==> src/rtl/vec_fma_pkg.sv <==
// Shared types and helpers for the vector fused multiply/add engine.
//   vec_fma_state_t : sequencing FSM states
//   MODE_WRAP/SAT   : arithmetic mode encodings
//   sat_clamp/add   : saturating helpers on a wide signed carrier, clamped to w bits
package vec_fma_pkg;

  typedef enum logic [2:0] {
    StLoadA,
    StLoadB,
    StLoadD,
    StCompute,
    StOutput
  } vec_fma_state_t;

  localparam logic MODE_WRAP = 1'b0;
  localparam logic MODE_SAT  = 1'b1;

  // Carrier width for the helpers; callers need 2*w + 2 <= MaxW.
  localparam int unsigned MaxW = 64;

  // Clamp x to the signed range of a w-bit value.
  function automatic logic signed [MaxW-1:0] sat_clamp(input logic signed [MaxW-1:0] x,
                                                       input int unsigned w);
    logic signed [MaxW-1:0] hi;
    logic signed [MaxW-1:0] lo;
    hi = (64'sd1 <<< (w - 1)) - 64'sd1;
    lo = -(64'sd1 <<< (w - 1));
    if (x > hi) return hi;
    if (x < lo) return lo;
    return x;
  endfunction

  function automatic logic signed [MaxW-1:0] sat_add(input logic signed [MaxW-1:0] x,
                                                     input logic signed [MaxW-1:0] y,
                                                     input int unsigned w);
    return sat_clamp(x + y, w);
  endfunction

endpackage

==> src/rtl/vec_fma_lane_pipe.sv <==
// Two-stage lane arithmetic, time-shared across lanes by the engine.
//   stage 1: p = (a*b) >>> FRAC, reduced to WIDTH (wrap or clamp)
//   stage 2: f = p + d - (b>>>1) - b[0], each step reduced to WIDTH
// Ports: clk_i, rst_i, issue_valid_i, mode_i, a_i, b_i, d_i in; f_o, res_valid_o out.
module vec_fma_lane_pipe
  import vec_fma_pkg::*;
#(
  parameter int unsigned WIDTH = 8,
  parameter int unsigned FRAC  = 0
) (
  input  logic                    clk_i,
  input  logic                    rst_i,
  input  logic                    issue_valid_i,
  input  logic                    mode_i,
  input  logic signed [WIDTH-1:0] a_i,
  input  logic signed [WIDTH-1:0] b_i,
  input  logic signed [WIDTH-1:0] d_i,
  output logic signed [WIDTH-1:0] f_o,
  output logic                    res_valid_o
);

  logic signed [2*WIDTH-1:0] prod;
  logic signed [2*WIDTH-1:0] prod_sh;
  logic signed [WIDTH-1:0]   p_d;

  logic signed [WIDTH-1:0]   p_q, d_q, b_q;
  logic                      mode_q, s1_valid_q;

  logic signed [WIDTH+1:0]   e_ext;
  logic signed [WIDTH-1:0]   e_sel;
  logic signed [WIDTH+1:0]   f_ext;
  logic signed [WIDTH-1:0]   f_d;

  logic signed [WIDTH-1:0]   f_q;
  logic                      s2_valid_q;

  always_comb begin
    prod    = (2*WIDTH)'(a_i) * (2*WIDTH)'(b_i);
    prod_sh = prod >>> FRAC;
    if (mode_i == MODE_SAT) p_d = WIDTH'(sat_clamp(MaxW'(prod_sh), WIDTH));
    else                    p_d = WIDTH'(prod_sh);
  end

  // Subtracting (b>>>1) and b[0] separately rounds b/2 towards +inf.
  always_comb begin
    e_ext = (WIDTH+2)'(p_q) + (WIDTH+2)'(d_q);
    if (mode_q == MODE_WRAP) e_sel = WIDTH'(e_ext);
    else                     e_sel = WIDTH'(sat_add(MaxW'(p_q), MaxW'(d_q), WIDTH));
    f_ext = (WIDTH+2)'(e_sel) - (WIDTH+2)'(b_q >>> 1) - (WIDTH+2)'(b_q[0]);
    if (mode_q == MODE_WRAP) f_d = WIDTH'(f_ext);
    else                     f_d = WIDTH'(sat_clamp(MaxW'(f_ext), WIDTH));
  end

  always_ff @(posedge clk_i) begin
    if (rst_i) begin
      p_q        <= '0;
      d_q        <= '0;
      b_q        <= '0;
      mode_q     <= MODE_WRAP;
      s1_valid_q <= 1'b0;
      f_q        <= '0;
      s2_valid_q <= 1'b0;
    end else begin
      s1_valid_q <= issue_valid_i;
      if (issue_valid_i) begin
        p_q    <= p_d;
        d_q    <= d_i;
        b_q    <= b_i;
        mode_q <= mode_i;
      end
      s2_valid_q <= s1_valid_q;
      if (s1_valid_q) f_q <= f_d;
    end
  end

  assign f_o         = f_q;
  assign res_valid_o = s2_valid_q;

endmodule

==> src/rtl/vec_fma_engine.sv <==
// Self-sequencing vector FMA engine: loads a, b, d vectors word by word over a
// valid/ready input stream, runs each lane through vec_fma_lane_pipe, then streams
// the results out with out_last_o on the final lane.
// Ports: clk_i, rst_i (sync, active high), mode_i, in_valid_i/in_ready_o/in_data_i,
//        out_valid_o/out_ready_i/out_data_o/out_last_o, busy_o.
module vec_fma_engine
  import vec_fma_pkg::*;
#(
  parameter int unsigned WIDTH = 8,
  parameter int unsigned LANES = 4,
  parameter int unsigned FRAC  = 0
) (
  input  logic             clk_i,
  input  logic             rst_i,
  input  logic             mode_i,
  input  logic             in_valid_i,
  output logic             in_ready_o,
  input  logic [WIDTH-1:0] in_data_i,
  output logic             out_valid_o,
  input  logic             out_ready_i,
  output logic [WIDTH-1:0] out_data_o,
  output logic             out_last_o,
  output logic             busy_o
);

  localparam int unsigned     IdxW    = (LANES > 1) ? $clog2(LANES) : 1;
  localparam logic [IdxW-1:0] LastIdx = IdxW'(LANES - 1);
  localparam logic [IdxW-1:0] OneIdx  = IdxW'(1);

  vec_fma_state_t          state_q;
  logic [IdxW-1:0]         idx_q;   // load index, then issue index
  logic [IdxW-1:0]         oidx_q;  // write-back index, then output index
  logic                    issued_q;
  logic                    mode_q;
  logic                    in_ready_q, out_valid_q, out_last_q, busy_q;
  logic [WIDTH-1:0]        out_data_q;
  logic signed [WIDTH-1:0] a_q [LANES];
  logic signed [WIDTH-1:0] b_q [LANES];
  logic signed [WIDTH-1:0] d_q [LANES];
  logic signed [WIDTH-1:0] f_q [LANES];

  logic                    in_fire, out_fire, issue_valid, res_valid;
  logic signed [WIDTH-1:0] res_f;

  assign in_fire     = in_valid_i && in_ready_q;
  assign out_fire    = out_valid_q && out_ready_i;
  assign issue_valid = (state_q == StCompute) && !issued_q;

  vec_fma_lane_pipe #(
    .WIDTH (WIDTH),
    .FRAC  (FRAC)
  ) u_pipe (
    .clk_i         (clk_i),
    .rst_i         (rst_i),
    .issue_valid_i (issue_valid),
    .mode_i        (mode_q),
    .a_i           (a_q[idx_q]),
    .b_i           (b_q[idx_q]),
    .d_i           (d_q[idx_q]),
    .f_o           (res_f),
    .res_valid_o   (res_valid)
  );

  always_ff @(posedge clk_i) begin
    if (rst_i) begin
      state_q     <= StLoadA;
      idx_q       <= '0;
      oidx_q      <= '0;
      issued_q    <= 1'b0;
      mode_q      <= MODE_WRAP;
      in_ready_q  <= 1'b1;
      out_valid_q <= 1'b0;
      out_last_q  <= 1'b0;
      out_data_q  <= '0;
      busy_q      <= 1'b0;
      for (int i = 0; i < LANES; i++) begin
        a_q[i] <= '0;
        b_q[i] <= '0;
        d_q[i] <= '0;
        f_q[i] <= '0;
      end
    end else begin
      case (state_q)
        StLoadA: begin
          if (in_fire) begin
            a_q[idx_q] <= in_data_i;
            busy_q     <= 1'b1;
            if (idx_q == '0) mode_q <= mode_i;
            if (idx_q == LastIdx) begin
              idx_q   <= '0;
              state_q <= StLoadB;
            end else begin
              idx_q <= idx_q + OneIdx;
            end
          end
        end
        StLoadB: begin
          if (in_fire) begin
            b_q[idx_q] <= in_data_i;
            if (idx_q == LastIdx) begin
              idx_q   <= '0;
              state_q <= StLoadD;
            end else begin
              idx_q <= idx_q + OneIdx;
            end
          end
        end
        StLoadD: begin
          if (in_fire) begin
            d_q[idx_q] <= in_data_i;
            if (idx_q == LastIdx) begin
              idx_q      <= '0;
              in_ready_q <= 1'b0;
              state_q    <= StCompute;
            end else begin
              idx_q <= idx_q + OneIdx;
            end
          end
        end
        StCompute: begin
          if (issue_valid) begin
            if (idx_q == LastIdx) begin
              idx_q    <= '0;
              issued_q <= 1'b1;
            end else begin
              idx_q <= idx_q + OneIdx;
            end
          end
          // Results return in issue order, so oidx_q doubles as the write pointer.
          if (res_valid) begin
            f_q[oidx_q] <= res_f;
            if (oidx_q == LastIdx) begin
              oidx_q      <= '0;
              issued_q    <= 1'b0;
              state_q     <= StOutput;
              out_valid_q <= 1'b1;
              out_data_q  <= f_q[0];
              out_last_q  <= 1'b0;
            end else begin
              oidx_q <= oidx_q + OneIdx;
            end
          end
        end
        StOutput: begin
          if (out_fire) begin
            if (oidx_q == LastIdx) begin
              oidx_q      <= '0;
              state_q     <= StLoadA;
              out_valid_q <= 1'b0;
              out_last_q  <= 1'b0;
              out_data_q  <= '0;
              in_ready_q  <= 1'b1;
              busy_q      <= 1'b0;
            end else begin
              oidx_q     <= oidx_q + OneIdx;
              out_data_q <= f_q[oidx_q + OneIdx];
              out_last_q <= (oidx_q + OneIdx) == LastIdx;
            end
          end
        end
        default: state_q <= StLoadA;
      endcase
    end
  end

  assign in_ready_o  = in_ready_q;
  assign out_valid_o = out_valid_q;
  assign out_data_o  = out_data_q;
  assign out_last_o  = out_last_q;
  assign busy_o      = busy_q;

endmodule

==> config.mk <==
export PLATFORM = sky130hd
export DESIGN_NAME = vec_fma_engine
export DESIGN_NICKNAME = d
export VERILOG_FILES = /design/src/rtl/vec_fma_pkg.sv /design/src/rtl/vec_fma_lane_pipe.sv /design/src/rtl/vec_fma_engine.sv
export SDC_FILE = /design/constraint.sdc
export NUM_CORES = 1
export LEC_CHECK = 0
export CAP_MARGIN = 20
export CORE_MARGIN = 5
export CORE_UTILIZATION = 57
export CTS_CLUSTER_SIZE = 24
export DETAILED_ROUTE_END_ITERATION = 16
export PLACE_DENSITY_LB_ADDON = 0.2
export SETUP_SLACK_MARGIN = 0.3
export SLEW_MARGIN = 5
export SYNTH_ARGS = -nofsm -noshare
export SYNTH_HDL_FRONTEND = slang
export SYNTH_SLANG_ARGS = --single-unit
export TNS_END_PERCENT = 1
==> constraint.sdc <==
create_clock -name clk_i -period 5.4 [get_ports clk_i]
set_clock_uncertainty 0.05 [all_clocks]
set_input_delay 1.08 -clock clk_i [delete_from_list [all_inputs] [get_ports clk_i]]
set_output_delay 1.08 -clock clk_i [all_outputs]
set_load 0.1 [all_outputs]
Word-level counts from Yosys, hierarchy flattened:

Memory sizes are Yosys's and may differ from the RTL's. A register that Yosys moved wholly into a read port is not among the register bits.
Index checks and enable logic that the tools add are counted.
W data, S select, Z words.

* $add $sub $neg: 6
* $mul: 1
* divide/modulo/power cells: 0
* $lt $le $gt $ge: 6
* eq/ne operators: 19
* shift-type cells: 0
* mux-type cells: 105
* bitwise logic cells: 0
* reduce and logical (&&, ||, !) cells: 23

Operator list (number)
* $mux W8: 23
* $mux W1: 50
* $reduce_or A8 Y1: 4
* $mux W3: 10
* $mux W2: 14
* $gt A16 B8 Y1 const B: 1
* $lt A16 B8 Y1 const B: 1
* $mul A8 B8 Y16: 1
* $ne A2 B2 Y1 const B: 8
* $pmux W8 S2: 1
* $pmux W3 S5: 1
* $gt A10 B8 Y1 const B: 1
* $lt A10 B8 Y1 const B: 1
* $reduce_and A10 Y1: 1
* $reduce_and A5 Y1: 2
* $sub A10 B1 Y10: 1
* $add A8 B8 Y9: 1
* $gt A9 B8 Y1 const B: 1
* $lt A9 B8 Y1 const B: 1
* $reduce_and A3 Y1: 3
* $sub A8 B7 Y9: 1
* $add A8 B8 Y8: 1
* $ne A2 B1 Y1 const B: 4
* $pmux W1 S2: 4
* 13 further kinds: 24

* flip-flop bits (word level): 48
* bits in latches: 0
* RAM bits: 128
* bits in read-only memories: 0
* input port bits: 13
* output and inout bits: 12
* word-level logic and storage cells: 180
* memories kept: 4

Memories
* a_q: depth 4, bits a word 8, read ports 1, clocked after memory_dff 1, write ports 4, line vec_fma_engine.sv:37 `logic signed [WIDTH-1:0] a_q [LANES];`
* b_q: depth 4, bits a word 8, read ports 1, clocked after memory_dff 1, write ports 4, line vec_fma_engine.sv:38 `logic signed [WIDTH-1:0] b_q [LANES];`
* d_q: depth 4, bits a word 8, read ports 1, clocked after memory_dff 1, write ports 4, line vec_fma_engine.sv:39 `logic signed [WIDTH-1:0] d_q [LANES];`
* f_q: depth 4, bits a word 8, read ports 2, clocked after memory_dff 0, write ports 4, line vec_fma_engine.sv:40 `logic signed [WIDTH-1:0] f_q [LANES];`

Logic depth before layout (Yosys ltp):

* depth after elaboration: 19
* depth in mapped cells: 20
* mapped depth without buffers: 20

Cells and area by module:

A second synthesis with hierarchy kept.

* cell total of the unflattened synthesis: 1008
* area, all modules: 11543.6 um2

Modules (own cells, without submodules)
* vec_fma_engine: times used 1, cells each 479, area each 6865.3 um2, seq. area each 4304.1 um2
* vec_fma_lane_pipe: times used 1, cells each 529, area each 4678.2 um2, seq. area each 700.7 um2

Worst setup path after synthesis:

OpenSTA, ideal clock, no wires.

* path type: flip-flop to flip-flop
* start point: reg with a tool-made name
* end point: reg u_pipe.p_q[0]
* library setup time: 0.117 ns
* arrival: 5.742 ns
* required time: 5.233 ns
* slack: -0.510 ns
* stages on the path, launching flop included: 19
* path buffers: 3
* period minus slack after synthesis: 5.910 ns
* path through: dfxtp_1 clkbuf_1 buf_2 mux4_2 and2_1 fa_1 fa_1 fa_1 fa_1 ha_1 clkbuf_1 a21oi_1 o211ai_1 a21oi_1 a21boi_0 nor2b_1 a311o_1 a31oi_1 nor2_1

RTL lines
* end signal, assigned: line vec_fma_lane_pipe.sv:66 `p_q <= p_d;`
* end, declared: line vec_fma_lane_pipe.sv:26 `logic signed [WIDTH-1:0] p_q, d_q, b_q;`

==> impl_summary.log <==
[metrics] die width: approximately 150 µm
[metrics] endpoints failing setup: 7
[metrics] via count of the first global-routing pass: about 8000
[metrics] Worst path slowest cell: sky130_fd_sc_hd__mux4_2
[metrics] drt wl/cell: 18.76 µm
[metrics] Max-cap violations: 0
[metrics] number of remaining DRC errors: 0
[metrics] I/O pin count: 25
[metrics] later-pin clock latency in the skew report: 0.43 ns
[metrics] dominant combinational cell family by area after synthesis: simple AND/OR/NAND/NOR gates
[metrics] die footprint: 22910 µm²
[metrics] maximum vdd ir drop: 0.0002487 V
[metrics] initial standard-cell utilization of the core: 58.15%
[metrics] Slew @ Worst Pin: 1.058 ns
[metrics] EDFF count, synth: 128
[metrics] power density relative to cell area: 332.5 nW/µm²
[metrics] count of buffers from port buffering: 24
[metrics] setup slack at placement: -0.06002 ns
[metrics] switching component of the power: 1.413 mW
[metrics] Fmax: roughly 180 MHz
[metrics] routed via count: 7819
[metrics] grt ovf: 0
[metrics] pin count of the biggest net entering global routing: 30
[metrics] Num CTS Buffers: 17
[metrics] mapped cell area: between 10000 and 15000 µm²
[metrics] syn nets: 1136
[metrics] total number of placement rows: 51
[metrics] Finished Layout Cells: 1354
[metrics] internal power: between 2 and 3 mW
[metrics] layout cell share with drive strength beyond 1: 18.37%
[metrics] TritonCTS sink count: 186
[metrics] die height: 151.4 µm
[metrics] nets: 1197
[metrics] worst rel slew slack: 28.69%
[metrics] leading cell types in the layout, fill and taps excluded: 143 x sky130_fd_sc_hd__and2_1, 128 x sky130_fd_sc_hd__edfxtp_1, 89 x sky130_fd_sc_hd__nand2_1
[metrics] aggregate global-route resource usage: 23.82%
[metrics] most common cell after layout, fill and taps aside: sky130_fd_sc_hd__and2_1
[metrics] sequential share of power: 36.4%
[metrics] final hold violation count: 0
[metrics] startpoint type of the worst setup path: flop
[metrics] Synth Area in Adders: around 16%
[metrics] distinct cell type count after synthesis: 70
[metrics] register area: 5009 µm²
[metrics] sum of net half-perimeters after detailed placement: 18010 µm
[metrics] violated checks: setup timing
[metrics] number of placed cells counting well taps: 1305
[metrics] maximum number of buffers from clock root to sink: 2
[metrics] Max Transition Viols Final: 0
[metrics] mean area per synthesized cell: approximately 11 µm²
[metrics] register bit total from synthesis: roughly 190
[metrics] drt pass-1 iters: 5
[metrics] post-synthesis to final-layout area growth: 15.23%
[metrics] post-synthesis cell count: 1015
[metrics] Avg Vias per Cell: 5.775
[metrics] Async S/R FF share, synth: 0%
[metrics] Data required, critical path: roughly 5.7 ns
[metrics] leakage dissipation: 5.339 nW
[metrics] relative contribution of combinational cells to total power: between 30% and 40%
[metrics] maximum single-stage delay on the critical path: 0.56 ns
[metrics] clock network fraction of design power: 27.6%
[metrics] final RePlAce weighted congestion: between 0.8 and 0.9
[metrics] Fin Hold WS: about 0.41 ns
[metrics] combined area of the multi-input logic cells: 6226 µm²
[metrics] unrepaired setup endpoints after global routing: true
[metrics] fill cell instance count of the final layout: around 1400
[metrics] cell chain of the critical path: buf_12 -> mux4_2 -> buf_6 -> and2_4 -> inv_2 -> fa_1 -> fa_1 -> inv_2 -> fa_2 -> fa_1 -> ha_4 -> a21oi_2 -> o211ai_1 -> buf_4 -> a211o_1 -> a21oi_2 -> xnor2_2 -> a311o_2 -> a21oi_1 -> nor2_1
[metrics] CTS clk-pin slew, worst paths: 0.07 ns
[metrics] run status: finished with violations
[metrics] Tmin final: 5.505 ns
[metrics] start point of the worst min-delay path: u_pipe.b_q[0]
[metrics] switching portion of total power: 32.37%
[metrics] worst-path fanout max: 8
[metrics] mux contribution to synthesized area: 6.601%
[metrics] Synth Flop Type: sky130_fd_sc_hd__edfxtp_1
[metrics] Worst setup EP type: flop
[metrics] Routed Antenna Nets: 0
[metrics] antenna violations before repair: 0
[metrics] H-tree depth: 4
[metrics] starting DRC count in detailed routing: 637
[metrics] placeable core region: 19590 µm²
[metrics] TritonCTS clock tree: built
[metrics] global-route wire length before repair: 41720 µm
[metrics] most frequent CP cell: sky130_fd_sc_hd__fa_1
[metrics] Synth Area in Simple Gates: 18.28%
[metrics] category of the critical setup timing path: flop to flop
[metrics] sequential fraction of the synthesis area: between 40% and 50%
[metrics] final cycle utilization of the critical path: 101.9%
[metrics] critical path data arrival time: about 5.8 ns
[metrics] detailed-route wire length: 25400 µm
[metrics] CTS root buf: sky130_fd_sc_hd__clkbuf_16
[metrics] area fraction in compound gates after synthesis: under 10%
[metrics] number of warnings issued by yosys: 0
[metrics] n_diodes: 0
[metrics] post-synthesis share of cell area spent on xor and xnor gates: around 2.5%
[metrics] Hold/Removal Path Class: flop to flop
[metrics] least setup slack across all paths after layout: -0.1046 ns
## synth_stat cells, drive strengths merged (5+ instances only)
cell type / n / area [µm²]
a22oi: 8 / 60.06
xor2: 10 / 106.4
nand2: 90 / 337.8
o31a: 5 / 52.55
edfxtp: 128 / 3844
and2: 147 / 919.6
nor3: 13 / 70.07
nor2: 66 / 247.7
o21ai: 24 / 120.1
nor4: 5 / 31.28
xnor2: 20 / 175.2
nand4: 5 / 37.53
o21bai: 5 / 37.54
o21a: 6 / 45.04
a21oi: 54 / 274.0
nand2b: 12 / 77.58
a21o: 10 / 75.07
buf: 8 / 52.55
and3: 20 / 125.1
clkbuf: 34 / 127.6
inv: 70 / 262.8
mux4: 32 / 720.7
nand3: 8 / 40.04
fa: 57 / 1141
a211oi: 14 / 135.1
nor2b: 7 / 51.30
or2: 8 / 50.05
dfxtp: 58 / 1161
ha: 51 / 638.1
## layout make-up
| cell class | count | share of cell area, % |
|---|---|---|
| clock buffer | 19 | 3.536 |
| clock inverter | 13 | 0.8197 |
| inverter | 70 | 2.002 |
| multi-input combinational | 718 | 47.43 |
| sequential | 186 | 38.15 |
| tap | 265 | 2.526 |
| timing repair buffer | 83 | 5.538 |
## metal layers
metal  global-route usage (%)  wire, µm  up-vias
met4                    6.981       525        0
li1                         -         -     3679
met3                    3.262      1440       35
met1                    35.62     11670     3878
met2                    36.59     11760      227
met5                        0         0        -
## critical path: cells and delay by family, from the launching register on
kind / cells / cell delay [ns]
AOI/OAI and AO/OA: 6 / 1.35
muxes: 1 / 0.56
DFF: 1 / 0.40
buffers and inverters: 5 / 0.54
xor gates and xnor gates: 1 / 0.10
adders and majority gates: 5 / 2.14
and+or+nand+nor: 2 / 0.23
## through the flow
stage	TNS, ns	utilization [%]	instance area, µm²	power [mW]
floorplan	0	-	11550	2.701
global placement	-0.02374	62.41	12230	3.018
detailed placement	-0.3171	62.48	12240	3.038
CTS	0	66.54	13040	4.362
global route	-1.772	67.01	13130	4.602
finish	-0.3252	67.01	13130	4.365
## flip-flops by register name, summed over array words and instances (netlist names), 2 cells and up, named ones only
register / flops
u_pipe.b_q: 8
f_q: 32
oidx_q: 2
b_q: 32
u_pipe.p_q: 8
idx_q: 2
a_q: 32
d_q: 32
out_data_o: 8
state_q: 3
u_pipe.d_q: 8
u_pipe.f_o: 8
## logic make-up (layout without fill, tap and decap cells)
logic type,Yosys count,in the layout
AOI/OAI and AO/OA,152,152
xor gates and xnor gates,30,30
adders and majority gates,108,108
muxes,35,36
DFF,186,186
and+or+nand+nor,392,392
buffers and inverters,112,185
## power by group through the flow
| stage | combinational [mW] | sequential (mW) | clock [mW] |
|---|---|---|---|
| after CTS | 1.56 | 1.59 | 1.21 |
| after global placement | 1.40 | 1.62 | 0 |
| after global routing | 1.74 | 1.59 | 1.27 |
| after detailed placement | 1.42 | 1.62 | 0 |
| after floorplan | 1.10 | 1.60 | 0 |
| final | 1.57 | 1.59 | 1.20 |
## final timing paths
| kind | depth (start not counted) | slack (ns) | endpoint |
|---|---|---|---|
| max | 20 | -0.10 | u_pipe.p_q[1] |
| min | 2 | 0.41 | u_pipe.b_q[0] |
| max reg2reg | 20 | -0.10 | u_pipe.p_q[1] |
| min reg2reg | 2 | 0.41 | u_pipe.b_q[0] |
## what timing repair did
item | 4_1_cts | 5_1_grt
setup buffers | 9 | 3
cloned | 2 | 0
resized for setup | 24 | 12
pin swaps | 10 | 8
setup endpoints to repair | 8 | 15
hold buffers | 0 | 0
Note: power is estimated with default switching activity, not from simulation.
